[config.mk]
export PLATFORM = sky130hd
export DESIGN_NAME = nco_phase_acc
export DESIGN_NICKNAME = d
export VERILOG_FILES = /design/src/rtl/nco_pkg.sv /design/src/rtl/nco_sweep_ctrl.sv /design/src/rtl/nco_phase_acc.sv
export SDC_FILE = /design/constraint.sdc
export NUM_CORES = 1
export LEC_CHECK = 0
export CELL_PAD_IN_SITES_DETAIL_PLACEMENT = 0
export CELL_PAD_IN_SITES_GLOBAL_PLACEMENT = 2
export CORE_MARGIN = 10
export CORE_UTILIZATION = 33
export CTS_BUF_LIST = sky130_fd_sc_hd__clkbuf_8
export CTS_CLUSTER_SIZE = 14
export DETAILED_ROUTE_END_ITERATION = 8
export HOLD_SLACK_MARGIN = 0.03
export PLACE_DENSITY_LB_ADDON = 0.1
export REMOVE_ABC_BUFFERS = 1
export SETUP_SLACK_MARGIN = 0.15
export SLEW_MARGIN = 15
export SYNTH_ARGS = -nofsm -noshare
export SYNTH_HDL_FRONTEND = slang
export SYNTH_SLANG_ARGS = --single-unit
[constraint.sdc]
create_clock -name clk -period 4.4 [get_ports clk]
set_input_delay 0.88 -clock clk [delete_from_list [all_inputs] [get_ports clk]]
set_output_delay 0.88 -clock clk [all_outputs]
set_load 0.02 [all_outputs]
[src/rtl/nco_pkg.sv]
// Shared types and default widths for the NCO phase accumulator.
// The SWEEP state exists only when NCO_SWEEP_EN is defined.
package nco_pkg;

    localparam int NUM_BITS_DEF = 16;
    localparam int ACC_BITS_DEF = 32;

`ifdef NCO_SWEEP_EN
    typedef enum logic [1:0] {
        IDLE  = 2'd0,
        RUN   = 2'd1,
        SWEEP = 2'd2
    } nco_state_t;
`else
    typedef enum logic [1:0] {
        IDLE = 2'd0,
        RUN  = 2'd1
    } nco_state_t;
`endif

endpackage

[src/rtl/nco_sweep_ctrl.sv]
// Linear FTW sweep datapath: adds one step to the current FTW and clamps to the
// stop value on reaching it, overflowing, or when the step is zero.
module nco_sweep_ctrl
    import nco_pkg::*;
#(
    parameter int ACC_BITS = ACC_BITS_DEF
) (
    input  logic [ACC_BITS-1:0] ftw_cur,
    input  logic [ACC_BITS-1:0] sweep_step,
    input  logic [ACC_BITS-1:0] sweep_stop,
    output logic [ACC_BITS-1:0] ftw_next,
    output logic                sweep_done
);

    logic [ACC_BITS-1:0] step_sum;
    logic                step_carry;

    assign {step_carry, step_sum} = {1'b0, ftw_cur} + {1'b0, sweep_step};

    // A zero step would never reach the stop value, so it finishes at once.
    assign sweep_done = step_carry || (step_sum >= sweep_stop) || (sweep_step == '0);
    assign ftw_next   = sweep_done ? sweep_stop : step_sum;

endmodule

[src/rtl/nco_phase_acc.sv]
// NCO phase accumulator with registered, offset phase output and wrap pulse.
// Define NCO_SWEEP_EN to build the linear FTW sweep (SWEEP state, nco_sweep_ctrl).
module nco_phase_acc
    import nco_pkg::*;
#(
    parameter int NUM_BITS = NUM_BITS_DEF,
    parameter int ACC_BITS = ACC_BITS_DEF
) (
    input  logic                clk,
    input  logic                rst,
    input  logic [ACC_BITS-1:0] ftw_in,
    input  logic                ftw_valid,
    output logic                ftw_ready,
    input  logic [NUM_BITS-1:0] phase_off,
    input  logic                phase_clr,
    input  logic                sweep_start,
    input  logic [ACC_BITS-1:0] sweep_step,
    input  logic [ACC_BITS-1:0] sweep_stop,
    output logic                sweep_busy,
    output logic [NUM_BITS-1:0] phase_out,
    output logic                phase_valid,
    output logic                wrap
);

    nco_state_t          state;
    nco_state_t          state_next;
    logic [ACC_BITS-1:0] acc;
    logic [ACC_BITS-1:0] acc_sum;
    logic                acc_carry;
    logic [ACC_BITS-1:0] ftw_active;
    logic [ACC_BITS-1:0] ftw_d;
    logic                ftw_load;
    logic                accumulating;

    assign ftw_load     = ftw_valid && ftw_ready;
    assign accumulating = (state != IDLE);
    assign {acc_carry, acc_sum} = {1'b0, acc} + {1'b0, ftw_active};

`ifdef NCO_SWEEP_EN
    logic [ACC_BITS-1:0] sweep_ftw;
    logic                sweep_done;

    nco_sweep_ctrl #(
        .ACC_BITS(ACC_BITS)
    ) u_sweep_ctrl (
        .ftw_cur   (ftw_active),
        .sweep_step(sweep_step),
        .sweep_stop(sweep_stop),
        .ftw_next  (sweep_ftw),
        .sweep_done(sweep_done)
    );

    assign ftw_ready  = (state != SWEEP);
    assign sweep_busy = (state == SWEEP);
`else
    logic unused_sweep;

    assign unused_sweep = ^{sweep_start, sweep_step, sweep_stop};
    assign ftw_ready    = 1'b1;
    assign sweep_busy   = 1'b0;
`endif

    always_comb begin
        state_next = state;
        ftw_d      = ftw_load ? ftw_in : ftw_active;
        case (state)
            IDLE: begin
                if (ftw_load) state_next = RUN;
            end
            RUN: begin
`ifdef NCO_SWEEP_EN
                if (sweep_start) state_next = SWEEP;
`endif
            end
`ifdef NCO_SWEEP_EN
            SWEEP: begin
                ftw_d = sweep_ftw;
                if (sweep_done) state_next = RUN;
            end
`endif
            default: state_next = IDLE;
        endcase
    end

    // A clear wins over accumulation and also swallows that cycle's carry.
    always_ff @(posedge clk or posedge rst) begin
        if (rst) begin
            state       <= IDLE;
            acc         <= '0;
            ftw_active  <= '0;
            phase_out   <= '0;
            phase_valid <= 1'b0;
            wrap        <= 1'b0;
        end else begin
            state       <= state_next;
            ftw_active  <= ftw_d;
            phase_out   <= acc[ACC_BITS-1 -: NUM_BITS] + phase_off;
            phase_valid <= phase_valid | accumulating;
            if (phase_clr) begin
                acc  <= '0;
                wrap <= 1'b0;
            end else if (accumulating) begin
                acc  <= acc_sum;
                wrap <= acc_carry;
            end else begin
                wrap <= 1'b0;
            end
        end
    end

endmodule

; Word-level counts from Yosys, hierarchy flattened
; Index checks and enable logic that the tools add are counted.
[word_totals]
register_bits = 84
input_bits = 117
out_inout_bits = 20
wordCells = 22
[classes]
n_addsub = 2
eq_ne = 2
n_mux = 6
bitwise_logic = 2
n_reduce_logical = 4
[op_table]
columns = operator, n
row1 = $mux W32, 2
row2 = $add A32 B32 Y33, 1
row3 = $add A16 B16 Y16, 1
row4 = $pmux W2 S2, 1
row5 = $reduce_bool A2 Y1, 2
row6 = $eq A2 B1 Y1 const B, 1
row7 = $logic_not A2 Y1, 1
row8 = $mux W1, 2
row9 = $mux W2, 1
row10 = $ne A2 B2 Y1 const B, 1
row11 = $reduce_and A2 Y1, 1
row12 = $not A1 Y1, 1
row13 = $or A1 B1 Y1, 1

; Logic depth before layout (Yosys ltp)
[logic_depth]
word_depth = 3
ltp_mapped = 11
depth_no_buf = 11

; Worst setup path after synthesis
; No wires, ideal clock.
[synth_path]
path_type = input port to flip-flop
startpoint = input phase_off[0]
endpoint = register phase_out[14]
setup_time_ps = 87
t_arrival_ps = 2655
path_slack_ps = 1659
path_stages = 11
path_buffers = 0
cell_sequence = ha_1 inv_1 fa_1 nor2b_1 o21a_1 o21ai_0 a21o_1 a21oi_1 nor2_1 a2111o_1 o211ai_1
[synth_between]
elab_chain_len = 1
[synth_lines]
columns = item, line_no
row1 = "start, declared", nco_phase_acc.sv:14  ; input logic [NUM_BITS-1:0] phase_off,
row2 = $add A16 B16 Y16, nco_phase_acc.sv:97  ; phase_out <= acc[ACC_BITS-1 -: NUM_BITS] + phase_off;
row3 = "end signal, assigned", nco_phase_acc.sv:97
row4 = "end, declared", nco_phase_acc.sv:20  ; output logic [NUM_BITS-1:0] phase_out,
; No other way between the ends.
; A chain may end at the register's enable or synchronous reset.

; Worst setup path after layout
; Ends and elaborated chain as after synthesis.

==> results.toml <==
[power_and_ir_drop]
power_switching_mw = 1.54
switching_share = 0.418
cellLeakagePower_nw = 2.87
seq_power_share = 0.305
power_frac_comb = 0.561
clkPwrFrac = 0.134
cellInternalPower_mw = 2.13
p_per_area_nw_per_um2 = 571
peakVddDrop_uv = 176

[global_route]
grtUsageMet3 = 0.0244
busiest_layer = "met2"
grt_overflow = 0
antenna_found_initial = 0
grt_use_met2 = 0.216
grt_use_total = 0.130
grt_max_degree = 39
use_met1 = 0.161
grt_pass1_wl_mm = 23.0
grt_pass1_vias = 4524

[placement]
dp_cells = 828
routabilityCongestion = 0.805
dp_hpwl_mm = 10.2
port_buffers = 69

[detailed_routing]
drc = 0
routedWlPerCell_um = 16.3
drt-total-wl_mm = 13.8
ant_nets = 0
drt_iter0_markers = 292
vias = 4291
vias_per_cell = 5.09
dr.pass1.iters = 7

[logic_synthesis]
synth.area.mux_share = 0.0816
synth_top_area_cell = "dfrtp_1"
ys_ff_latch = 83
synth-simple-area-share = 0.144
ys_types = 66
synth_top_family_by_area = "compound AO/OA/AOI/OAI gates"
synth_adder_area_share = 0.117
async_flop_share = 1.00
synth_area_leaders = "dfrtp_1 39%, ha_1 11%, mux2_2 6.5%"
synth_seq_area_share = 0.386
synth_ff_type = "dfrtp_1"
netlist_area_um2 = 5380
netlist_instances = 557
synth_top_area_frac = 0.386
synth-edff-count = 0
synth-compound-area-share = 0.188
yosys_warnings = 0
synth.avg_cell_area_um2 = 9.67
synth_xor_area_frac = 0.0472

[floorplanning]
die_w_um = 148
start_util = 0.338
rows = 46
die_y_um = 148
core_region_area_um2 = 15900
pin_count = 137
dieArea_um2 = 21800

[worst_hold_path]
min_from = "phase_valid$_DFF_PP0_"
holdPathStages = 1
whs_endpoint = "phase_valid$_DFF_PP0_"
hp-class = "register to register"

[status]
status = "finished, final reports clean"

[clock_tree]
postCtsSetupBuffers = 0
cts_buffers = 9
cts_root_buf = "clkbuf_8"
cts_resized = 0
htreeDepth = 3
clk_path_buf_depth = 2
cts_sinks = 83
clk_pin_slew_ns = 0.08
insertion_delay_ns = 0.37
cts_tree = "yes"
cts-hold-fix-buffers = 0

[timing]
timing.final.crit_period_ns = 3.12
worst_pin_slew_ns = 0.790
slew_headroom = 0.473
clock-skew-final_ns = 0.00990
slew_violations = 0
setup_violations = 0
post-route-period-util = 0.709
fin_tns_setup_ns = 0
fmax_ghz = 0.321
rsz0062_at_grt = "false"
hold_violations = 0

[critical_path]
crit_fanout = 2
r2r_end = "wrap$_DFF_PP0_"
r2r_slack_ns = 1.44
start_kind = "input pin"
cp_data_arrival_time_ns = 3.41
crit_required_ns = 4.69
end_kind = "register"
reg2regPathDepth = 11
r2r-start = "acc[0]$_DFFE_PP0P_"
path_class = "input pin to register"

[cells_and_area]
area.growth.synth_to_final_pct = 19.3
drive_gt1_frac = 0.104
n_antenna_cell = 0
nNetsFinal = 789
layout.cells.non_filler = 843
num-fill-cells = 1608

[job]
cap_violations = 0
worst max path at each step:
stage | from | endpoint | depth (start not counted)
6_report | phase_off[0] | phase_out[14]$_DFF_PP0_ | 12
5_1_grt | phase_off[0] | phase_out[14]$_DFF_PP0_ | 12
4_1_cts | phase_off[0] | phase_out[14]$_DFF_PP0_ | 12
3_5_place_dp | phase_off[0] | phase_out[14]$_DFF_PP0_ | 12
3_3_place_gp | phase_off[0] | phase_out[14]$_DFF_PP0_ | 12
2_1_floorplan | rst | acc[0]$_DFFE_PP0P_ | 1
cells by family (layout without fill, tap and decap cells):
| family | count (synthesis) | in the layout |
|---|---|---|
| mux | 40 | 40 |
| flops | 83 | 83 |
| compound gates | 151 | 151 |
| other cells | 2 | 2 |
| simple gates | 163 | 163 |
| fa+ha+maj | 49 | 49 |
| buf+inv | 40 | 110 |
| xor+xnor | 29 | 29 |
per-layer routing:
metal  wire length (um)  vias up
met3                411       15
met5                  0        -
li1                   -     2151
met2               6660       75
met4                271        0
met1               6430     2050
cells in the mapped netlist, types with 2 or more instances:
cell type  instances
a211oi_1           7
a211oi_2           2
a21boi_0           3
a21o_1            16
a21oi_1           43
a221o_1            2
a31oi_1            6
a41oi_1            2
and3_1             5
buf_1              2
buf_4              3
buf_6              3
clkbuf_1           7
clkbuf_4           2
clkinv_1           2
conb_1             2
dfrtp_1           83
fa_1               2
ha_1              47
inv_1             20
mux2_2            31
mux2i_1            9
nand2_1           34
nand2b_1           2
nand3_1           25
nand4_1            3
nor2_1            54
nor2b_1            7
nor3_1            12
nor3b_1            2
nor4_1             2
nor4b_1            2
o2111ai_1          4
o211ai_1           6
o21a_1            13
o21ai_0           23
o21ai_1            5
o21bai_1           2
o311ai_0           2
o31a_1             2
or2_2              4
or3_1              3
xnor2_1           20
xor2_1             9
cells in the final DEF (no fill, tap or decap), types with 5 or more instances in the layout:
cell type | Yosys | final
o21ai_1 | 5 | 5
a21o_1 | 16 | 16
o21ai_0 | 23 | 23
nor3_1 | 12 | 12
and3_1 | 5 | 5
o211ai_1 | 6 | 6
mux2_2 | 31 | 31
nor2b_1 | 7 | 7
dfrtp_1 | 83 | 83
xor2_1 | 9 | 9
nor2_1 | 54 | 54
o21a_1 | 13 | 13
nand3_1 | 25 | 25
mux2i_1 | 9 | 9
inv_1 | 20 | 21
ha_1 | 47 | 47
a21oi_1 | 43 | 43
a211oi_1 | 7 | 7
clkdlybuf4s50_1 | 0 | 68
clkbuf_8 | 0 | 10
xnor2_1 | 20 | 20
a31oi_1 | 6 | 6
nand2_1 | 34 | 34
power by group through the flow:
stage | Clock [mW] | Sequential, mW | Combinational (mW)
floorplan | 0 | 1.20 | 1.43
global placement | 0 | 1.13 | 2.05
detailed placement | 0 | 1.14 | 2.06
CTS | 0.522 | 1.13 | 2.08
global route | 0.552 | 1.15 | 2.32
finish | 0.492 | 1.12 | 2.06
area by class of cell:
type | count | area (um2) | area share
well taps | 216 | 270 | 0.0421
inverters | 22 | 83.8 | 0.0131
repair buffers | 73 | 716 | 0.111
clock buffers | 10 | 138 | 0.0214
clock inverters | 5 | 22.5 | 0.00351
multi-input cells | 434 | 3110 | 0.485
flip-flops and latches | 83 | 2080 | 0.323
worst max-delay path, cell delays in order:
cell and delay, ns:
clkdlybuf4s50_1 0.46, ha_1 0.17, inv_1 0.06, fa_1 0.41, nor2b_1 0.13, o21a_1 0.13
o21ai_0 0.11, a21o_1 0.23, a21oi_1 0.22, nor2_1 0.12, a2111o_1 0.42, o211ai_1 0.08
registers in the layout, summed over array words and instances (netlist names):
register,cells
wrap,1
phase_out,16
state,1
acc,32
phase_valid,1
ftw_active,32
metrics by stage:
stage	area [um2]	total power [mW]	hold slack [ns]	util	setup WS (ns)
final	6420	3.67	0.481	0.403	1.28
after global routing	6420	4.03	0.492	0.403	1.14
after CTS	6420	3.73	0.484	0.403	1.30
after detailed placement	6260	3.21	0.451	0.393	0.903
after global placement	6260	3.18	0.456	0.393	0.919
after floorplan	5270	2.63	0.482	-	1.38
Note: power is estimated with default switching activity, not from simulation.
